--- src/rtl/d16_branch_pkg.sv ---
// Shared d16 definitions: opcode encodings, default widths and branch-kind decode types.
package d16_branch_pkg;

  localparam int D16_OPW = 8;
  localparam int D16_AW  = 16;

  localparam logic [D16_OPW-1:0] D16_OP_JMP  = 8'h01;
  localparam logic [D16_OPW-1:0] D16_OP_JMZ  = 8'h02;
  localparam logic [D16_OPW-1:0] D16_OP_JNZ  = 8'h03;
  localparam logic [D16_OPW-1:0] D16_OP_CALL = 8'h04;
  localparam logic [D16_OPW-1:0] D16_OP_RET  = 8'h05;

  typedef enum logic [2:0] {
    BR_NONE,
    BR_JMP,
    BR_JMZ,
    BR_JNZ,
    BR_CALL,
    BR_RET
  } br_kind_e;

  // RET is only taken when there is an address to return to.
  function automatic logic branch_taken(br_kind_e kind, logic bZero, logic stackEmpty);
    logic t;
    t = 1'b0;
    case (kind)
      BR_JMP:  t = 1'b1;
      BR_JMZ:  t = bZero;
      BR_JNZ:  t = !bZero;
      BR_CALL: t = 1'b1;
      BR_RET:  t = !stackEmpty;
      default: t = 1'b0;
    endcase
    return t;
  endfunction

endpackage

--- src/rtl/d16_branch_if.sv ---
// Decode-side request and fetch-side redirect signals of the d16 branch unit.
interface d16_branch_if #(
  parameter int OPW = 8,
  parameter int DW  = 16,
  parameter int AW  = 16,
  parameter int SPW = 4
);
  logic           valid;
  logic [OPW-1:0] op;
  logic [AW-1:0]  a;
  logic [DW-1:0]  b;
  logic [AW-1:0]  pc_next;
  logic           li_di_rst;
  logic [AW-1:0]  mem_addr;
  logic           load;
  logic [SPW-1:0] sp;
  logic           ovf;
  logic           unf;

  modport master (
    output valid, op, a, b, pc_next,
    input  li_di_rst, mem_addr, load, sp, ovf, unf
  );

  modport slave (
    input  valid, op, a, b, pc_next,
    output li_di_rst, mem_addr, load, sp, ovf, unf
  );
endinterface

--- src/rtl/d16_branch_ras.sv ---
// d16_ras: saturating hardware return-address stack; callers never push and pop together.
module d16_ras #(
  parameter int DEPTH = 8,
  parameter int AW    = 16,
  parameter int SPW   = $clog2(DEPTH + 1)
) (
  input  logic           clk,
  input  logic           rst,
  input  logic           push,
  input  logic           pop,
  input  logic [AW-1:0]  din,
  output logic [AW-1:0]  top,
  output logic [SPW-1:0] sp,
  output logic           full,
  output logic           empty
);
  localparam int IW = (DEPTH > 1) ? $clog2(DEPTH) : 1;

  logic [AW-1:0]  mem [DEPTH];
  logic [SPW-1:0] sp_q, sp_d;
  logic [IW-1:0]  wrIdx, topIdx;

  assign full   = (sp_q == SPW'(DEPTH));
  assign empty  = (sp_q == '0);
  assign wrIdx  = IW'(sp_q);
  assign topIdx = IW'(sp_q - 1'b1);
  assign top    = empty ? '0 : mem[topIdx];
  assign sp     = sp_q;

  always_comb begin
    sp_d = sp_q;
    if (push && !full) begin
      sp_d = sp_q + 1'b1;
    end else if (pop && !empty) begin
      sp_d = sp_q - 1'b1;
    end
  end

  always_ff @(posedge clk) begin
    if (rst) begin
      sp_q <= '0;
    end else begin
      sp_q <= sp_d;
    end
  end

  // Storage is deliberately not reset; entries at or above sp are don't-care.
  always_ff @(posedge clk) begin
    if (!rst && push && !full) begin
      mem[wrIdx] <= din;
    end
  end

endmodule

--- src/rtl/d16_branch.sv ---
// d16 branch unit: decodes JMP/JMZ/JNZ/CALL/RET, redirects fetch with zero latency and holds the flush.
module d16_branch
  import d16_branch_pkg::*;
#(
  parameter int OPW   = D16_OPW,
  parameter int DW    = 16,
  parameter int AW    = D16_AW,
  parameter int DEPTH = 8,
  parameter int FLUSH = 1
) (
  input logic          sys_clk,
  input logic          sys_rst,
  d16_branch_if.slave  bus
);
  localparam int SPW = $clog2(DEPTH + 1);
  localparam int CW  = (FLUSH > 1) ? $clog2(FLUSH) : 1;
  localparam int OW  = (OPW > D16_OPW) ? OPW : D16_OPW;

  logic [CW-1:0] flushCnt_q, flushCnt_d;
  logic          ovf_q, ovf_d;
  logic          unf_q, unf_d;
  logic [OW-1:0] opExt;
  br_kind_e      kind;
  logic          accept, taken, push, pop;
  logic [AW-1:0] rasTop;
  logic          rasFull, rasEmpty;

  assign opExt = OW'(bus.op);

  always_comb begin
    kind = BR_NONE;
    if      (opExt == OW'(D16_OP_JMP))  kind = BR_JMP;
    else if (opExt == OW'(D16_OP_JMZ))  kind = BR_JMZ;
    else if (opExt == OW'(D16_OP_JNZ))  kind = BR_JNZ;
    else if (opExt == OW'(D16_OP_CALL)) kind = BR_CALL;
    else if (opExt == OW'(D16_OP_RET))  kind = BR_RET;
  end

  // Ops arriving during reset or while the flush counter runs are bubbles.
  assign accept = !sys_rst && bus.valid && (flushCnt_q == '0);
  assign taken  = accept && branch_taken(kind, (bus.b == '0), rasEmpty);
  assign push   = taken && (kind == BR_CALL);
  assign pop    = taken && (kind == BR_RET);

  assign bus.load      = taken;
  assign bus.mem_addr  = !taken ? '0 : ((kind == BR_RET) ? rasTop : bus.a);
  assign bus.li_di_rst = sys_rst || taken || (flushCnt_q != '0);
  assign bus.ovf       = ovf_q;
  assign bus.unf       = unf_q;

  always_comb begin
    flushCnt_d = flushCnt_q;
    ovf_d      = ovf_q;
    unf_d      = unf_q;
    if (taken) begin
      flushCnt_d = CW'(FLUSH - 1);
    end else if (flushCnt_q != '0) begin
      flushCnt_d = flushCnt_q - 1'b1;
    end
    if (accept && (kind == BR_CALL) && rasFull) begin
      ovf_d = 1'b1;
    end
    if (accept && (kind == BR_RET) && rasEmpty) begin
      unf_d = 1'b1;
    end
  end

  always_ff @(posedge sys_clk) begin
    if (sys_rst) begin
      flushCnt_q <= '0;
      ovf_q      <= 1'b0;
      unf_q      <= 1'b0;
    end else begin
      flushCnt_q <= flushCnt_d;
      ovf_q      <= ovf_d;
      unf_q      <= unf_d;
    end
  end

  d16_ras #(
    .DEPTH (DEPTH),
    .AW    (AW),
    .SPW   (SPW)
  ) u_ras (
    .clk   (sys_clk),
    .rst   (sys_rst),
    .push  (push),
    .pop   (pop),
    .din   (bus.pc_next),
    .top   (rasTop),
    .sp    (bus.sp),
    .full  (rasFull),
    .empty (rasEmpty)
  );

endmodule
--- src/flat_wrapper.sv ---
// flat-port wrapper written by rule: the top's interface ports become plain ports
module d16_branch_flat import d16_branch_pkg::*;
#(
  parameter int OPW   = D16_OPW,
  parameter int DW    = 16,
  parameter int AW    = D16_AW,
  parameter int DEPTH = 8,
  parameter int FLUSH = 1
)
  (sys_clk, sys_rst, bus_valid, bus_op, bus_a, bus_b, bus_pc_next, bus_li_di_rst, bus_mem_addr, bus_load, bus_sp, bus_ovf, bus_unf);
  d16_branch_if #(.OPW(OPW), .DW(DW), .AW(AW)) bus_i ();
  input logic sys_clk;
  input logic sys_rst;
  input wire logic [$bits(bus_i.valid)-1:0] bus_valid;
  input wire logic [$bits(bus_i.op)-1:0] bus_op;
  input wire logic [$bits(bus_i.a)-1:0] bus_a;
  input wire logic [$bits(bus_i.b)-1:0] bus_b;
  input wire logic [$bits(bus_i.pc_next)-1:0] bus_pc_next;
  output wire logic [$bits(bus_i.li_di_rst)-1:0] bus_li_di_rst;
  output wire logic [$bits(bus_i.mem_addr)-1:0] bus_mem_addr;
  output wire logic [$bits(bus_i.load)-1:0] bus_load;
  output wire logic [$bits(bus_i.sp)-1:0] bus_sp;
  output wire logic [$bits(bus_i.ovf)-1:0] bus_ovf;
  output wire logic [$bits(bus_i.unf)-1:0] bus_unf;
  assign bus_i.valid = bus_valid;
  assign bus_i.op = bus_op;
  assign bus_i.a = bus_a;
  assign bus_i.b = bus_b;
  assign bus_i.pc_next = bus_pc_next;
  assign bus_li_di_rst = bus_i.li_di_rst;
  assign bus_mem_addr = bus_i.mem_addr;
  assign bus_load = bus_i.load;
  assign bus_sp = bus_i.sp;
  assign bus_ovf = bus_i.ovf;
  assign bus_unf = bus_i.unf;
  d16_branch #(.OPW(OPW), .DW(DW), .AW(AW), .DEPTH(DEPTH), .FLUSH(FLUSH)) u_core (.sys_clk(sys_clk), .sys_rst(sys_rst), .bus(bus_i));
endmodule
--- config.mk ---
export PLATFORM = sky130hd
export DESIGN_NAME = d16_branch_flat
export DESIGN_NICKNAME = d
export VERILOG_FILES = /design/src/rtl/d16_branch_pkg.sv /design/src/rtl/d16_branch_if.sv /design/src/rtl/d16_branch_ras.sv /design/src/rtl/d16_branch.sv /design/src/flat_wrapper.sv
export SDC_FILE = /design/constraint.sdc
export NUM_CORES = 1
export LEC_CHECK = 0
export CAP_MARGIN = 5
export CORE_ASPECT_RATIO = 1.4
export CORE_UTILIZATION = 50
export CTS_CLUSTER_SIZE = 30
export DETAILED_ROUTE_END_ITERATION = 10
export PLACE_DENSITY_LB_ADDON = 0.15
export SETUP_SLACK_MARGIN = 0.5
export SKIP_CTS_REPAIR_TIMING = 1
export SLEW_MARGIN = 15
export SYNTH_ARGS = -nofsm -noshare
export SYNTH_HDL_FRONTEND = slang
export SYNTH_SLANG_ARGS = --single-unit
--- constraint.sdc ---
create_clock -name sys_clk -period 4.2 [get_ports sys_clk]
set_input_delay 0.63 -clock sys_clk [delete_from_list [all_inputs] [get_ports sys_clk]]
set_output_delay 0.63 -clock sys_clk [all_outputs]
set_load 0.005 [all_outputs]
==> summary.md, run 1 <==
| Metric | Value |
|---|---|
| Outcome | `finished, final reports clean` |
| Mapped Cells | `320` |
| Measured slew at the worst slew-check pin | `around 0.55 ns` |
| Clock skew | `0.00600 ns` |
| Primary FF master, synth | `edfxtp_1` |
| First-pass GRT wire length | `18600 um` |
| Synthesized area | `between 0.005 and 0.006 mm2` |
| Worst vdd ir | `about 300 uV` |
| Crit start category | `input port` |
| Final Routed Wirelength | `between 10000 and 15000 um` |
| Vias in the first global route | `roughly 3500` |
| Floorplan row count | `45` |
| Final setup viols | `0` |
| Worst-path fanout max | `11` |
| Largest net degree at the start of global routing | `43` |
| # DRC | `0` |
| P_leak | `roughly 2.4 nW` |
| Antenna violations before repair | `0` |
| Sum Neg Setup Slack | `0 ns` |
| Syn_area_per_cell | `around 18 um2` |
| Most frequent cells after synthesis | `edfxtp_1 (128), mux4_2 (32), nor2_1 (26)` |
| Vias/cell | `between 5 and 6` |
| Routed via count | `3358` |
| Max_cap viols | `0` |
| CP max stage delay | `0.59 ns` |
| Worst EP required | `~3.6 ns` |
| Root buffer cell | `clkbuf_16` |
| Most used cell along the critical path | `clkdlybuf4s50_1` |
| Crit path max-delay family | `buffers and inverters` |
| Fin nets | `around 490` |
| Crit path capture type | `output pin` |
| Slowest cell on crit path | `clkdlybuf4s50_1` |
| Fillers | `around 750` |
| Count leader, synth | `edfxtp_1` |
| # diodes | `0` |
| I/O Buffers | `82` |
| Worst slew margin | `a little under two thirds` |
| Synthesized flop and latch total | `135` |
| Sequential fraction of the synthesis area | `a little over two thirds` |
| Die width | `between 90 and 100 um` |
| Register-to-Register Path Depth | `5` |
| Aggregate global routing overflow | `0` |
| Pwr/cell area | `~390 mW/mm2` |
| TritonCTS Buffers | `17` |
| Synth area leader | `edfxtp_1` |
| Die extent in y | `between 100 and 150 um` |
| Dpl hpwl | `7640 um` |
| WHS Path Cells | `2` |
| Crit-path cells | `clkdlybuf4s50_1 > nor2b_1 > nand2_1 > or3_4 > o22ai_1 > clkdlybuf4s50_1` |
| Initial Utilization | `52.0%` |
| Asr flop ratio synth | `0%` |
| Synth top area cells | `edfxtp_1 (67%), mux4_2 (13%), dfxtp_1 (2.5%), nor2_1 (1.7%), mux2i_1 (1.6%)` |
| TritonCTS clock tree | `done` |
| Critical path depth | `6` |
| IO Count | `83` |
| Post-route ant nets | `0` |
| Full die area | `~0.012 mm2` |
| Placer congestion estimate | `a little under 0.8` |
| Wire per inst | `20.9 um` |
| First drt pass iteration count | `4` |
| Placeable Area | `about 0.011 mm2` |
| Max Clk Rate | `~0.28 GHz` |
| H-tree level count | `4` |
| Clk slew on worst S/H paths | `~0.05 ns` |
| Syn Nets | `between 300 and 400` |
| Worst EP arrival | `around 2.9 ns` |
| PnR Total Power | `0.00286 W` |
| Min-Delay Path Class | `reg2reg` |
| RSZ-0062 raised after global routing | `true` |
| Synth warnings | `0` |
| Initial drt markers | `~260` |
| Fin. Hold Viols | `0` |
| R2r setup slk | `~2.1 ns` |
| Clock buffer depth | `2` |
| Fin. max-slew vios | `0` |
| Share of the synthesized area in the top cell type | `slightly below 70%` |
| Critical path class | `in2out` |
| Area Growth Syn to Fin | `28.9%` |
| Share of layout cells above drive strength 1 | `between 20% and 30%` |
| Period Utilization, post-route | `a little over four fifths` |
| CP Buf/Inv Count | `2` |
| Distinct cells, synth | `48` |
| Fin crit period | `~3.5 ns` |
| Clock sinks | `between 100 and 150` |
| Count of flip-flops with a built-in enable after synthesis | `about 130` |
| Clock latency on the worst-skew pair | `roughly 0.40 ns` |
| Total track usage | `22.0%` |
-- where the power goes --
part	total (W)	switching [W]	internal [W]
clock	0.00129	0.000495	0.000798
combinational	0.0000913	0.0000354	0.0000559
sequential	0.00147	0.000000543	0.00147
total	0.00286	0.000531	0.00233
-- layer usage --
layer | up-vias | share of wire [%] | GRT usage (%)
met1 | 1696 | 38 | 26.2
met3 | 14 | 6.2 | 5.08
met4 | 0 | 1.5 | 8.36
met2 | 128 | 54 | 38.7
met5 | - | 0 | 0
li1 | 1520 | - | -
-- sequential cells by signal, indices dropped and copies added, names as in the netlist --
name               cells
u_core.bus.unf         1
u_core.u_ras.mem     128
u_core.flushCnt_q      1
u_core.u_ras.sp        4
u_core.bus.ovf         1
-- tightest hold or removal path, cell delays in order (launching register included) --
cell and delay (ns):
dfxtp_1 0.34, a41oi_1 0.06, nor2_1 0.08
-- kinds of logic (layout without fill, tap and decap cells) --
group / Yosys count / count (layout) / synth area share, %
compound gates: 35 / 35 / 4.40
xor+xnor: 3 / 3 / 0.592
other cells: 1 / 1 / 0.0657
simple gates: 74 / 74 / 7.01
buf+inv: 21 / 138 / 1.97
mux: 49 / 49 / 15.8
flops: 135 / 135 / 69.7
fa+ha+maj: 2 / 2 / 0.438
-- stage by stage --
stage	setup WS (ns)	hold WS (ns)	utilization [%]	cells	area, um2
floorplan	0.980	0.465	-	320	5710
global placement	0.612	0.462	61.8	547	6780
detailed placement	0.588	0.482	61.8	547	6780
CTS	0.315	0.496	66.5	578	7300
global route	0.493	0.549	67.1	578	7360
finish	0.665	0.512	67.1	578	7360
-- layout make-up --
cell class | instances | area, um2 | area share [%]
tap | 141 | 176 | 2.40
clock inverter | 11 | 85.1 | 1.16
sequential | 135 | 3990 | 54.1
multi-input combinational | 164 | 1670 | 22.7
clock buffer | 20 | 437 | 5.93
inverter | 4 | 15.0 | 0.204
timing repair buffer | 103 | 991 | 13.5
-- cells in the final DEF (no fill, tap or decap), types with 6 or more instances in the layout --
cell type,count
nor2_1,24
mux2_2,8
a22oi_1,8
clkbuf_16,17
mux2i_1,9
clkdlybuf4s50_1,80
buf_4,19
edfxtp_1,128
mux4_2,32
nand2_1,8
nand3_1,11
o22ai_1,9
nand4_1,6
-- path summary, 6_finish.rpt --
path                                        start                endpoint
worst max-delay path                    bus_op[2]         bus_mem_addr[9]
worst min register to register     u_core.bus.ovf          u_core.bus.ovf
worst max register to register  u_core.flushCnt_q  u_core.u_ras.mem[5][5]
worst min-delay path               u_core.bus.ovf          u_core.bus.ovf
(Power assumes the default switching activity.)
==> inputs of run 2 (changes only) <==
- clock period: 4.2 -> 3.6 ns (I/O delays scaled with it)
==> run 2 against run 1 <==
Effect of this change: final cell count grew 2.2%; largest cell class unchanged; combinational power up 23%; non-clock buffer count increased by 12; critical endpoint is now bus_mem_addr[3]; core utilization grew 2.1 points; clock-buffer cell count stayed put; register-to-register slack got worse by 0.61 ns; first-iteration DRC count fell by 30%; design area up 3.1%; critical path depth increased by 2; worst setup slack worse by 0.33 ns; sequential cell count stayed put.
==> summary.md, run 2 (synthesis gave the netlist of run 1 again) <==
| Metric | Value |
|---|---|
| Final setup viols | `0 (unchanged)` |
| Clock sinks | `135 (unchanged)` |
| Share of layout cells above drive strength 1 | `26.4% (+3.1 points)` |
| Antenna violations before repair | `0 (unchanged)` |
| Clock latency on the worst-skew pair | `0.41 ns (about the same)` |
| First-pass GRT wire length | `18200 um (-2.2%)` |
| Worst-path fanout max | `8 (-3)` |
| Dpl hpwl | `7810 um (+2.2%)` |
| Cell Area, Placed | `0.00683 mm2 (+0.78%)` |
| # DRC | `0 (unchanged)` |
| Fin. max-slew vios | `0 (unchanged)` |
| Fin. Hold Viols | `0 (unchanged)` |
| Clk slew on worst S/H paths | `0.06 ns (about the same)` |
| Sw power | `0.000660 W (+24%)` |
| Fin crit period | `roughly 3.3 ns` |
| Fin nets | `498 (+2.5%)` |
| Area Growth Syn to Fin | `32.9%` |
| TritonCTS Buffers | `17 (unchanged)` |
| Wire per inst | `20.6 um (-1.2%)` |
| Combinational power share | `3.2% (about the same)` |
| Min-Delay Path Class | `reg2reg` |
| Most common cell after layout, fill and taps aside | `edfxtp_1` |
| Vias/cell | `5.74 (-1.2%)` |
| Switching share of power | `18.7% (+0.11 points)` |
| Crit path capture type | `output pin` |
| Worst vdd ir | `447 uV (+48%)` |
| Clock power frac | `48.2% (+3.0 points)` |
| Reg power frac | `48.7% (-2.9 points)` |
| Die width | `92.3 um (unchanged)` |
| Placeable Area | `0.0110 mm2 (unchanged)` |
| Hold Slack | `0.480 ns (-0.0317 ns)` |
| Worst EP required | `3.06 ns (-0.51 ns)` |
| Initial drt markers | `183 (-30%)` |
| Floorplan row count | `45 (unchanged)` |
| Root buffer cell | `clkbuf_16` |
| IO Count | `83 (unchanged)` |
| Worst setup margin | `0.339 ns (-0.326 ns)` |
| Outcome | `finished, final reports clean` |
| Dpl ws | `0.234 ns (-0.354 ns)` |
| Total track usage | `21.5% (-0.41 points)` |
| Max_cap viols | `0 (unchanged)` |
| P_leak | `2.72 nW (+14%)` |
| Clock skew | `0.00525 ns (-0.000754 ns)` |
| First drt pass iteration count | `4 (unchanged)` |
| Worst EP arrival | `2.72 ns (-0.19 ns)` |
| Placer congestion estimate | `0.784 (+1.2%)` |
| Die extent in y | `128 um (unchanged)` |
| Most frequent cells in the layout | `edfxtp_1 (128), clkdlybuf4s50_1 (66), mux4_2 (32)` |
| Int Pwr | `0.00287 W (+23%)` |
| Critical path class | `in2out` |
| Largest Register | `u_core.u_ras.mem` |
| Initial Utilization | `52.0% (unchanged)` |
| Fin util | `69.1% (+2.1 points)` |
| Crit start category | `input port` |
| Pwr/cell area | `465 mW/mm2 (+20%)` |
| Period Utilization, post-route | `around nine tenths` |
| Design area | `0.00759 mm2 (+3.1%)` |
| Sum Neg Setup Slack | `0 ns (unchanged)` |
| Post-route ant nets | `0 (unchanged)` |
| Final Routed Wirelength | `12200 um (+1.1%)` |
| Clock buffer depth | `2 (unchanged)` |
| H-tree level count | `4 (unchanged)` |
| I/O Buffers | `82 (unchanged)` |
| Aggregate global routing overflow | `0 (unchanged)` |
| Routed via count | `3394 (+1.1%)` |
| TritonCTS clock tree | `done` |
| # diodes | `0 (unchanged)` |
| Max Clk Rate | `a little over 0.3 GHz` |
| Vias in the first global route | `3439 (-1.3%)` |
| Largest register FFs | `128 (unchanged)` |
| RSZ-0062 raised after global routing | `true` |
| Full die area | `0.0119 mm2 (unchanged)` |
| Largest net degree at the start of global routing | `29 (-33%)` |
## run 2: metal layers
| metal | track usage (%) | part of all wire [%] |
|---|---|---|
| met1 | 25.7 | 39 |
| met2 | 37.4 | 53 |
| met4 | 9.65 | 2.0 |
| met5 | 0 | 0 |
| met3 | 4.85 | 6.0 |
## run 2: cell type report
cell class	count	area, um2
Multi-Input combinational cell	164	1680
Fill cell	750	3390
Clock inverter	12	153
Timing Repair Buffer	115	1140
Inverter	4	15.0
Clock buffer	20	437
Tap cell	141	176
Sequential cell	135	3990
## run 2: power by group through the flow
stage	clock, W	combinational [W]	sequential [W]
final	0.00170	0.000112	0.00172
after global routing	0.00178	0.000119	0.00172
after CTS	0.00173	0.000108	0.00172
after detailed placement	0	0.000108	0.00175
after global placement	0	0.000104	0.00175
after floorplan	0	0.0000200	0.00175
## run 2: path summary, 6_finish.rpt
check,from,to,slack (ns),cells past startpoint
setup reg to reg,u_core.flushCnt_q,u_core.u_ras.mem[5][7],1.44,5
hold / removal,u_core.bus.unf,u_core.bus.unf,0.48,2
setup / recovery,sys_rst,bus_mem_addr[3],0.34,8
hold reg to reg,u_core.bus.unf,u_core.bus.unf,0.48,2
## run 2: stage by stage
| stage | power [W] | cells |
|---|---|---|
| floorplan | 0.00177 | 320 |
| global placement | 0.00186 | 554 |
| detailed placement | 0.00186 | 554 |
| CTS | 0.00356 | 586 |
| global route | 0.00362 | 591 |
| finish | 0.00353 | 591 |
## run 2: critical path, cell delays in order
cell and delay [ns]:
clkdlybuf4s50_1 0.46, nor3b_4 0.28, nand3_2 0.16, a21oi_2 0.24, buf_4 0.21, nand3_1 0.10
o22ai_1 0.18, clkdlybuf4s50_1 0.54
==> inputs of run 3 (changes only) <==
- CORE_MARGIN: default -> 3
- clock period: 3.6 -> 3.48 ns (I/O delays scaled with it)
==> run 3 against run 2 <==
Effect of this change: power increased by 1.2%; worst setup slack got worse by 0.14 ns; first-iteration DRC count grew 34%; critical path type unchanged; sequential share of layout area shrank 1.2 points.
==> summary.md, run 3 (synthesis gave the netlist of run 1 again) <==
| Metric | Value |
|---|---|
| Final Routed Wirelength | `13300 um (+9.2%)` |
| Initial Utilization | `52.0% (unchanged)` |
| TritonCTS clock tree | `done` |
| Largest Register | `u_core.u_ras.mem` |
| Max_cap viols | `0 (unchanged)` |
| Multi-input logic area | `0.00173 mm2 (+2.7%)` |
| Antenna violations before repair | `0 (unchanged)` |
| Cell Area, Placed | `0.00686 mm2 (+0.40%)` |
| Full die area | `0.0128 mm2 (+7.6%)` |
| Root buffer cell | `clkbuf_16` |
| Placer congestion estimate | `0.848 (+8.2%)` |
| Area Growth Syn to Fin | `36.0%` |
| Dpl hpwl | `7970 um (+2.1%)` |
| Fin crit period | `between 3 and 4 ns` |
| Outcome | `finished, final reports clean` |
| First drt pass iteration count | `4 (unchanged)` |
| # diodes | `0 (unchanged)` |
| Initial drt markers | `246 (+34%)` |
| Most common cell after layout, fill and taps aside | `edfxtp_1` |
| Largest net degree at the start of global routing | `43 (+48%)` |
| Die width | `96.3 um (+4.3%)` |
| Clock sinks | `135 (unchanged)` |
| Post-route ant nets | `0 (unchanged)` |
| H-tree level count | `4 (unchanged)` |
| Worst vdd ir | `356 uV (-20%)` |
| First-pass GRT wire length | `19200 um (+5.4%)` |
| Share of layout cells above drive strength 1 | `28.9% (+2.4 points)` |
| I/O Buffers | `82 (unchanged)` |
| Fin. Hold Viols | `0 (unchanged)` |
| Pwr/cell area | `460 mW/mm2 (-1.1%)` |
| Hold Slack | `0.479 ns (-0.00118 ns)` |
| Die extent in y | `132 um (+3.1%)` |
| P_leak | `2.70 nW (-0.54%)` |
| Fin. max-slew vios | `0 (unchanged)` |
| FF+latch area | `0.00399 mm2 (about the same)` |
| Routed via count | `3524 (+3.8%)` |
| Max Clk Rate | `between 0.3 and 0.4 GHz` |
| RSZ-0062 raised after global routing | `true` |
| Min-Delay Path Class | `reg2reg` |
| Critical path class | `in2out` |
| Fillers | `717 (-4.4%)` |
| IO Count | `83 (unchanged)` |
| Wire per inst | `22.0 um (+6.7%)` |
| Clock latency on the worst-skew pair | `0.40 ns (about the same)` |
| Design area | `0.00777 mm2 (+2.3%)` |
| Aggregate global routing overflow | `0 (unchanged)` |
| Clock buffer depth | `2 (unchanged)` |
| Final setup viols | `0 (unchanged)` |
| Clock skew | `0.00456 ns (-0.000688 ns)` |
| Vias in the first global route | `3622 (+5.3%)` |
| Clk slew on worst S/H paths | `0.06 ns (about the same)` |
| # DRC | `0 (unchanged)` |
| Worst EP required | `2.96 ns (-0.10 ns)` |
| Floorplan row count | `45 (unchanged)` |
| Total track usage | `20.6% (-0.90 points)` |
| Placeable Area | `0.0110 mm2 (unchanged)` |
| Most frequent cells in the layout | `edfxtp_1 (128), clkdlybuf4s50_1 (72), buf_4 (37)` |
| Largest register FFs | `128 (unchanged)` |
| Crit path capture type | `output pin` |
| Fin nets | `512 (+2.8%)` |
| Crit start category | `input port` |
| TritonCTS Buffers | `17 (unchanged)` |
| Worst-path fanout max | `8 (unchanged)` |
| Worst EP arrival | `2.75 ns (+0.03 ns)` |
| Sum Neg Setup Slack | `0 ns (unchanged)` |
| Vias/cell | `5.82 (+1.4%)` |
| Period Utilization, post-route | `~94%` |
==> run 3: final timing paths <==
check                                  startpoint  slack (ns)  cells after the start                endpoint
worst min-delay path               u_core.bus.ovf        0.48                      2          u_core.bus.ovf
worst max-delay path                    bus_op[1]        0.20                      8         bus_mem_addr[2]
worst min register to register     u_core.bus.ovf        0.48                      2          u_core.bus.ovf
worst max register to register  u_core.flushCnt_q        1.20                      6  u_core.u_ras.mem[7][3]
==> run 3: metrics by stage <==
step	total power, W	cells	utilization (%)	setup WS (ns)
3_3_place_gp	0.00192	556	62.5	0.203
6_report	0.00357	605	70.7	0.203
3_5_place_dp	0.00192	556	62.5	0.215
5_1_grt	0.00368	605	70.7	0.0670
4_1_cts	0.00360	588	67.6	0.0461
2_1_floorplan	0.00183	320	-	0.502
==> run 3: cell type report <==
class	instances	share of cell area, %
flip-flops and latches	135	51.3
multi-input cells	165	22.3
clock inverters	14	1.71
inverters	4	0.193
clock buffers	18	5.53
well taps	141	2.27
repair buffers	128	16.7
==> run 3: power breakdown <==
part	internal (W)	switching (W)	leakage, nW
clock	0.00104	0.000631	0.263
sequential	0.00178	0.000000681	1.21
combinational	0.0000723	0.0000475	1.23
total	0.00289	0.000679	2.70
==> run 3: per-layer routing <==
layer  vias to the layer above  part of all wire [%]  wire length (um)  GRT usage (%)
li1                       1575                     -                 -              -
met5                         -                     0                 0              0
met4                         0                   2.1               284           7.41
met1                      1776                    39              5210           27.6
met2                       156                    52              6930           33.2
met3                        17                   6.6               878           4.78
==> run 3: worst max-delay path: stages <==
cell and delay [ns]:
clkdlybuf4s50_1 0.59, nor2b_1 0.21, nand4_1 0.17, mux2i_4 0.28
nor2_1 0.09, buf_4 0.18, o22ai_1 0.17, clkdlybuf4s50_1 0.54
